File: src/rtl/alu_branch_sequencer.sv
// alu_branch_sequencer: fixed four-cycle fetch/decode/execute/writeback sequencer that
// drives a combinational 4-bit ALU from a 16-bit instruction ROM and a 4-entry regfile.
module alu_branch_sequencer #(
    parameter int unsigned PC_W   = 6,
    parameter int unsigned DATA_W = 4
) (
    input  logic              clk,
    input  logic              rst,
    input  logic              start,
    output logic [PC_W-1:0]   instr_addr,
    output logic              instr_rd,
    input  logic [15:0]       instr_data,
    output logic [DATA_W-1:0] alu_a,
    output logic [DATA_W-1:0] alu_b,
    output logic [2:0]        alu_op,
    input  logic [DATA_W-1:0] alu_result,
    input  logic              alu_zero,
    output logic              busy,
    output logic              halted,
    output logic [PC_W-1:0]   pc,
    input  logic [1:0]        dbg_sel,
    output logic [DATA_W-1:0] dbg_data
);
    localparam int unsigned INSTR_W    = 16;
    localparam int unsigned NREGS      = 4;
    localparam logic [2:0]  OP_SPECIAL = 3'b111;

    typedef enum logic [2:0] {
        S_IDLE,
        S_FETCH,
        S_DECODE,
        S_EXEC,
        S_WB,
        S_HALTED
    } state_t;

    state_t              state, state_n;
    logic [INSTR_W-1:0]  ir, ir_n;
    logic [PC_W-1:0]     pc_n;
    logic [DATA_W-1:0]   regs [NREGS];
    logic [DATA_W-1:0]   res_q;
    logic                zero_q;

    logic                instr_rd_n, busy_n, halted_n;
    logic [DATA_W-1:0]   alu_a_n, alu_b_n;
    logic [2:0]          alu_op_n;

    // Class of the latched instruction, used during writeback
    logic                ir_br;
    logic [2:0]          ir_op;
    logic [1:0]          ir_rd;
    logic                is_halt, is_ldi, is_alu, is_branch;
    logic                wr_en;
    logic [DATA_W-1:0]   wr_data;

    assign ir_br     = ir[15];
    assign ir_op     = ir[14:12];
    assign ir_rd     = ir[11:10];
    assign is_halt   = !ir_br && (ir_op == OP_SPECIAL);
    assign is_ldi    =  ir_br && (ir_op == OP_SPECIAL);
    assign is_alu    = !ir_br && (ir_op != OP_SPECIAL);
    assign is_branch =  ir_br && (ir_op != OP_SPECIAL);

    assign wr_en      = (state == S_WB) && (is_alu || is_ldi);
    assign wr_data    = is_ldi ? ir[DATA_W-1:0] : res_q;
    assign instr_addr = pc;
    assign dbg_data   = regs[dbg_sel];

    // State, pc, instruction and registered outputs
    always_ff @(posedge clk or posedge rst) begin
        if (rst) begin
            state    <= S_IDLE;
            pc       <= '0;
            ir       <= '0;
            res_q    <= '0;
            zero_q   <= 1'b0;
            instr_rd <= 1'b0;
            busy     <= 1'b0;
            halted   <= 1'b0;
            alu_a    <= '0;
            alu_b    <= '0;
            alu_op   <= '0;
        end else begin
            state    <= state_n;
            pc       <= pc_n;
            ir       <= ir_n;
            instr_rd <= instr_rd_n;
            busy     <= busy_n;
            halted   <= halted_n;
            alu_a    <= alu_a_n;
            alu_b    <= alu_b_n;
            alu_op   <= alu_op_n;
            if (state == S_EXEC) begin
                res_q  <= alu_result;
                zero_q <= alu_zero;
            end
        end
    end

    // Register file: only written in WB, cleared by reset (abandons any in-flight write)
    always_ff @(posedge clk or posedge rst) begin
        if (rst) begin
            for (int i = 0; i < NREGS; i++) begin
                regs[i] <= '0;
            end
        end else if (wr_en) begin
            regs[ir_rd] <= wr_data;
        end
    end

    // Next state, pc and next-cycle output values
    always_comb begin
        state_n    = state;
        pc_n       = pc;
        ir_n       = ir;
        instr_rd_n = 1'b0;
        busy_n     = 1'b0;
        halted_n   = 1'b0;
        alu_a_n    = '0;
        alu_b_n    = '0;
        alu_op_n   = '0;

        case (state)
            S_IDLE, S_HALTED: begin
                if (start) begin
                    state_n = S_FETCH;
                    pc_n    = '0;
                end
            end
            S_FETCH:  state_n = S_DECODE;
            S_DECODE: begin
                state_n = S_EXEC;
                ir_n    = instr_data;
            end
            S_EXEC:   state_n = S_WB;
            S_WB: begin
                if (is_halt) begin
                    state_n = S_HALTED;
                end else begin
                    state_n = S_FETCH;
                    pc_n    = (is_branch && zero_q) ? ir[PC_W-1:0] : pc + PC_W'(1);
                end
            end
            default:  state_n = S_IDLE;
        endcase

        instr_rd_n = (state_n == S_FETCH);
        busy_n     = state_n inside {S_FETCH, S_DECODE, S_EXEC, S_WB};
        halted_n   = (state_n == S_HALTED);

        // Operands are presented during EXEC only for instructions that use the ALU
        if ((state_n == S_EXEC) && (ir_n[14:12] != OP_SPECIAL)) begin
            alu_a_n  = regs[ir_n[9:8]];
            alu_b_n  = regs[ir_n[7:6]];
            alu_op_n = ir_n[14:12];
        end
    end

endmodule

File: config.mk
export PLATFORM = sky130hd
export DESIGN_NAME = alu_branch_sequencer
export DESIGN_NICKNAME = d
export VERILOG_FILES = /design/src/rtl/alu_branch_sequencer.sv
export SDC_FILE = /design/constraint.sdc
export NUM_CORES = 1
export LEC_CHECK = 0
export CORE_ASPECT_RATIO = 1.25
export CORE_MARGIN = 1
export CORE_UTILIZATION = 55
export CTS_BUF_LIST = sky130_fd_sc_hd__clkbuf_16
export CTS_CLUSTER_SIZE = 20
export DETAILED_ROUTE_END_ITERATION = 6
export GPL_TIMING_DRIVEN = 0
export PLACE_DENSITY = 0.95
export REMOVE_ABC_BUFFERS = 1
export SLEW_MARGIN = 20
export SYNTH_ARGS = -nofsm -noshare
export SYNTH_HDL_FRONTEND = slang
export SYNTH_SLANG_ARGS = --single-unit
File: constraint.sdc
create_clock -name clk -period 4.9 [get_ports clk]
set_clock_uncertainty 0.1 [all_clocks]
set_input_delay 0.735 -clock clk [delete_from_list [all_inputs] [get_ports clk]]
set_output_delay 0.735 -clock clk [all_outputs]
set_load 0.02 [all_outputs]
==> impl_metrics.ini, run 1 <==
[synth]
synth_seq_area_share = 0.530
yosys_register_bits = 58
syn_area_per_cell_um2 = 13.6
ys_warn_count = 0
yosysUniqueCellTypes = 34
syn_inst = 202
synth_area_um2 = 2740

[critical_path]
worstPathArrival_ps = 2430
cp-end-kind = output pin
crit_fanout = 4
criticalPathCategory = input port to output pin
worst_setup_path_start_kind = input port
required_ps = 4070

[cts]
holdBufCountCts = 0
clockBufferDepth = 2
clock_sinks = 58
clk_latency_ps = 330
clk_pin_slew_ps = 50
cts_root_buffer = clkbuf_16
htreeDepth = 3
post-cts-setup-buffer-count = 0
post_cts_resized = 0
numCtsBuffers = 9
cts_tree = yes

[sta]
rsz0062_at_grt = no
fmax_mhz = 306
setup_viol = 0
finalCritPeriodShare = 0.667
hold_violations = 0
relSlewSlack = 0.400
holdWs_ps = 396
worst_pin_slew_ps = 899
drv_slew = 0
setup-tns-final_ps = 0
min_period_ps = 3270

[pwr]
powerDensity_nw_per_um2 = 622
ir_drop_v = 0.000344
p_leak_uw = 0.00153

[route]
ant_nets = 0
wl_met2_mm = 2.92
drt-met1-wl_mm = 2.25
wl_per_cell_um = 17.4
via_per_inst = 5.72
finalWirelength_mm = 5.57
first_pass_iters = 4
wl_met3_um = 273
drtIter0Drc = 124
dr.max_layer_used = met4
vias = 1830
drc_errors = 0

[cells_and_area]
diodes = 0
nets = 285
drive_gt1_frac = 0.242
syn_to_final_growth_pct = 29.6
fill_cells = 314

[grt]
antenna_found_initial = 0
grt_pass1_wl_mm = 9.15
grt_overflow_total = 0
grtUsageTotal = 0.244
grt_max_degree = 59
grt_pass1_vias = 1830

[floorplan]
start_util = 0.575
ios = 56
die-area_um2 = 5270
rows = 28
fp.coreArea_um2 = 4760
fp.dieH_um = 80.9
die_x_um = 65.1

[place]
io_buffers = 55
hpwl_mm = 3.73
place_congestion = 0.774

[job]
cap_violations = 0

[status]
status = complete, no violations

[hold_path]
hold_class = register to register
## worst max-delay path: stages
cell	delay, ps
clkdlybuf4s50_1	600
mux4_2	530
clkdlybuf4s50_1	560
## registers in the layout (all words and copies together) (netlist names)
signal      flops
regs           16
state           3
alu_a           4
zero_q          1
alu_b           4
alu_op          3
halted          1
busy            1
res_q           4
instr_rd        1
ir             14
instr_addr      6
## synth_stat cells
library cell  number  area, um^2
nor3b_1            1        7.51
a311o_1            1        10.0
buf_2              4        20.0
a21oi_1            3        15.0
mux2_2            36         405
inv_1              7        26.3
or4b_1             1        10.0
and3_1             6        37.5
o31ai_1            1        7.51
a211oi_1           1        7.51
nand3b_1           3        22.5
xnor2_1            1        8.76
nand3_1            2        10.0
ha_1               4        50.1
and2_1             1        6.26
nand2b_1           3        18.8
nor3b_2            2        25.0
dfrtp_1           58        1450
nor2b_1            9        56.3
a22oi_1            2        15.0
nor2_1             8        30.0
and4_1             1        8.76
nand2_1            4        15.0
a21boi_0           1        7.51
mux2i_1            3        30.0
o21ai_1            8        40.0
a32oi_1            1        8.76
nor3_1             3        15.0
buf_4              6        45.0
o21ai_0            5        25.0
mux4_2            12         270
clkbuf_1           2        7.51
nor3b_4            1        18.8
clkbuf_2           1        5.00
## logic make-up (layout without fill, tap and decap cells)
| group | Yosys count | count (layout) | share of synthesized area |
|---|---|---|---|
| muxes | 51 | 51 | 0.258 |
| AOI/OAI and AO/OA | 23 | 23 | 0.0498 |
| DFF | 58 | 58 | 0.530 |
| xor gates and xnor gates | 1 | 1 | 0.00320 |
| buffers and inverters | 20 | 78 | 0.0379 |
| and+or+nand+nor | 45 | 45 | 0.103 |
| adders and majority gates | 4 | 4 | 0.0183 |
## area by class of cell
cell class,instances,area (um^2),area share
flip-flops and latches,58,1450,0.409
well taps,60,75.1,0.0212
clock buffers,9,225,0.0635
multi-input cells,124,1190,0.335
repair buffers,55,551,0.155
clock inverters,7,28.8,0.00811
inverters,7,28.8,0.00811
## worst paths after layout
check	startpoint	slack (ps)	depth (start not counted)	end
max	dbg_sel[0]	1630	3	dbg_data[0]
min	ir[13]	400	1	ir[13]
max reg2reg	state[0]	2270	4	alu_a[3]
min reg2reg	ir[13]	400	1	ir[13]
max in group asynchronous	rst	3460	2	regs[13]
min in group asynchronous	rst	780	2	alu_a[3]
## cells in the final DEF (no fill, tap or decap), drive strengths merged
cell           Yosys  routed
dfrtp             58      58
clkdlybuf4s50      0      55
mux2              36      36
o21ai             13      13
mux4              12      12
nor2b              9       9
clkbuf             3       9
inv                7       9
nor2               8       8
and3               6       6
clkinv             0       5
nand2              4       4
ha                 4       4
nor3b              4       4
nand2b             3       3
nand3b             3       3
mux2i              3       3
a21oi              3       3
nor3               3       3
nand3              2       2
a22oi              2       2
o31ai              1       1
xnor2              1       1
a21boi             1       1
a311o              1       1
or4b               1       1
and2               1       1
and4               1       1
a32oi              1       1
a211oi             1       1
## stage by stage
step	cells	total power (uW)	instance area, um^2	setup WS [ps]	util
floorplan	189	1370	2660	2510	-
global route	320	2330	3550	1570	0.745
global placement	304	1610	3290	1610	0.690
CTS	320	2210	3550	1610	0.745
detailed placement	304	1670	3290	1610	0.691
finish	320	2210	3550	1630	0.745
## per-layer routing
metal / vias up / global-route usage
li1: 842 / -
met2: 56 / 0.394
met3: 11 / 0.0801
met1: 921 / 0.300
met4: 0 / 0.111
met5: - / 0
## where the power goes
group / internal, uW / switching, uW / total [uW]
Combinational: 457 / 372 / 829
Clock: 329 / 198 / 528
Sequential: 670 / 179 / 849
No activity file was read; power rests on OpenSTA's default activity.
==> run 2, diff against run 1 <==
--- a/config.mk
+++ b/config.mk
@@ -7,12 +7,12 @@
 export LEC_CHECK = 0
 export CORE_ASPECT_RATIO = 1.25
 export CORE_MARGIN = 1
-export CORE_UTILIZATION = 55
+export CORE_UTILIZATION = 51
 export CTS_BUF_LIST = sky130_fd_sc_hd__clkbuf_16
 export CTS_CLUSTER_SIZE = 20
 export DETAILED_ROUTE_END_ITERATION = 6
 export GPL_TIMING_DRIVEN = 0
-export PLACE_DENSITY = 0.95
+export PLACE_DENSITY = 0.91
 export REMOVE_ABC_BUFFERS = 1
 export SLEW_MARGIN = 20
 export SYNTH_ARGS = -nofsm -noshare
==> constraint.sdc (replaced) <==
create_clock -name clk -period 3.2 [get_ports clk]
set_clock_uncertainty 0.1 [all_clocks]
set_input_delay 0.48 -clock clk [delete_from_list [all_inputs] [get_ports clk]]
set_output_delay 0.48 -clock clk [all_outputs]
set_load 0.02 [all_outputs]
==> impl_metrics.ini, run 2 (synthesized netlist as in run 1, its figures left out) <==
[status]
status = complete, no violations

[sta]
setup-tns-final_ps = 0
holdWs_ps = 397
hold_violations = 0
rsz0062_at_grt = no
finalCritPeriodShare = 0.865
worst_pin_slew_ps = 974
drv_slew = 0
relSlewSlack = 0.350
min_period_ps = 2770
setup_viol = 0
fmax_mhz = 361

[critical_path]
worstPathArrival_ps = 2190
r2r_cells = 4
crit_fanout = 4
path_delay_family = buffers and inverters
regToRegEndpoint = alu_a[3]
path_cells = clkdlybuf4s50_1, mux4_2, clkdlybuf4s50_1
worst_path_max_delay_cell = clkdlybuf4s50_1
max_stage_delay_ps = 610
ff2ff_setup_slack_ps = 490
critPathBufInv = 2
crit_end = dbg_data[0]
required_ps = 2620
critPathLaunch = dbg_sel[0]
timing.rr.start = state[0]
worst_setup_path_start_kind = input port
worst_path_most_repeated_cell = clkdlybuf4s50_1
cp-end-kind = output pin
cp.depth = 3
criticalPathCategory = input port to output pin

[floorplan]
die-area_um2 = 5670
fp.coreArea_um2 = 5120
rows = 29
fp.dieH_um = 83.9
start_util = 0.535
ios = 56
die_x_um = 67.5

[hold_path]
hold_class = register to register

[route]
finalWirelength_mm = 6.05
drtIter0Drc = 119
ant_nets = 0
via_per_inst = 5.85
wl_per_cell_um = 18.9
drc_errors = 0
vias = 1877
first_pass_iters = 4

[cells_and_area]
final_core_util = 0.698
nets = 285
top_register = regs
largest_reg_flops = 16
drive_gt1_frac = 0.243
syn_to_final_growth_pct = 30.5
final_cell_mix = 58 x dfrtp_1, 55 x clkdlybuf4s50_1, 36 x mux2_2
diodes = 0
fin_cells = 321
final_common_cell = dfrtp_1

[cts]
holdBufCountCts = 0
post-cts-setup-buffer-count = 0
clock_sinks = 58
post_cts_resized = 0
clockBufferDepth = 2
clk_latency_ps = 330
cts_root_buffer = clkbuf_16
numCtsBuffers = 9
htreeDepth = 3
clk_pin_slew_ps = 50
cts_tree = yes

[place]
hpwl_mm = 3.86
place_congestion = 0.809
dp_cells = 306
io_buffers = 55

[grt]
grt_overflow_total = 0
grt_pass1_vias = 1962
grt_max_degree = 59
grtUsageTotal = 0.250
grt_pass1_wl_mm = 9.91
antenna_found_initial = 0

[pwr]
p_leak_uw = 0.00154
ir_drop_v = 0.000468
powerDensity_nw_per_um2 = 981

[job]
cap_violations = 0
## run 2: changes by cell type in the layout (fill, tap and decap cells not counted)
| cell | previous run | this run |
|---|---|---|
| bufinv_16 | 0 | 1 |
| clkinv_2 | 2 | 1 |
| inv_1 | 8 | 7 |
## run 2: final cells by class
type	instances	area, um^2
tap	62	77.6
timing repair buffer	55	551
inverter	7	28.8
clock buffer	9	225
multi-input combinational	124	1190
clock inverter	6	50.0
fill	344	1540
sequential	58	1450
## run 2: worst min-delay path by stage
| stage | start | end | slack, ps | cells past startpoint |
|---|---|---|---|---|
| after floorplan | zero_q | zero_q | 370 | 1 |
| after global placement | ir[13] | ir[13] | 390 | 1 |
| after detailed placement | ir[13] | ir[13] | 390 | 1 |
| after CTS | ir[13] | ir[13] | 400 | 1 |
| after global routing | res_q[3] | res_q[3] | 430 | 1 |
| final | ir[13] | ir[13] | 400 | 1 |
## run 2: metal layers
metal,share of wire,up-vias,track usage
li1,-,833,-
met1,0.38,946,0.299
met2,0.53,79,0.401
met3,0.064,19,0.0669
met4,0.032,0,0.132
met5,0,-,0
## run 2: per-stage QoR
stage | worst slack, ps | cell area, um^2 | power [uW]
after floorplan | 809 | 2660 | 2100
after global placement | 264 | 3290 | 2480
after detailed placement | 428 | 3300 | 2570
after CTS | 428 | 3570 | 3510
after global routing | 342 | 3570 | 3680
final | 431 | 3570 | 3510
## run 2: report_power, final
| group | switching [uW] | internal (uW) | total [uW] |
|---|---|---|---|
| Sequential | 287 | 1030 | 1310 |
| Combinational | 599 | 702 | 1300 |
| Clock | 309 | 583 | 892 |
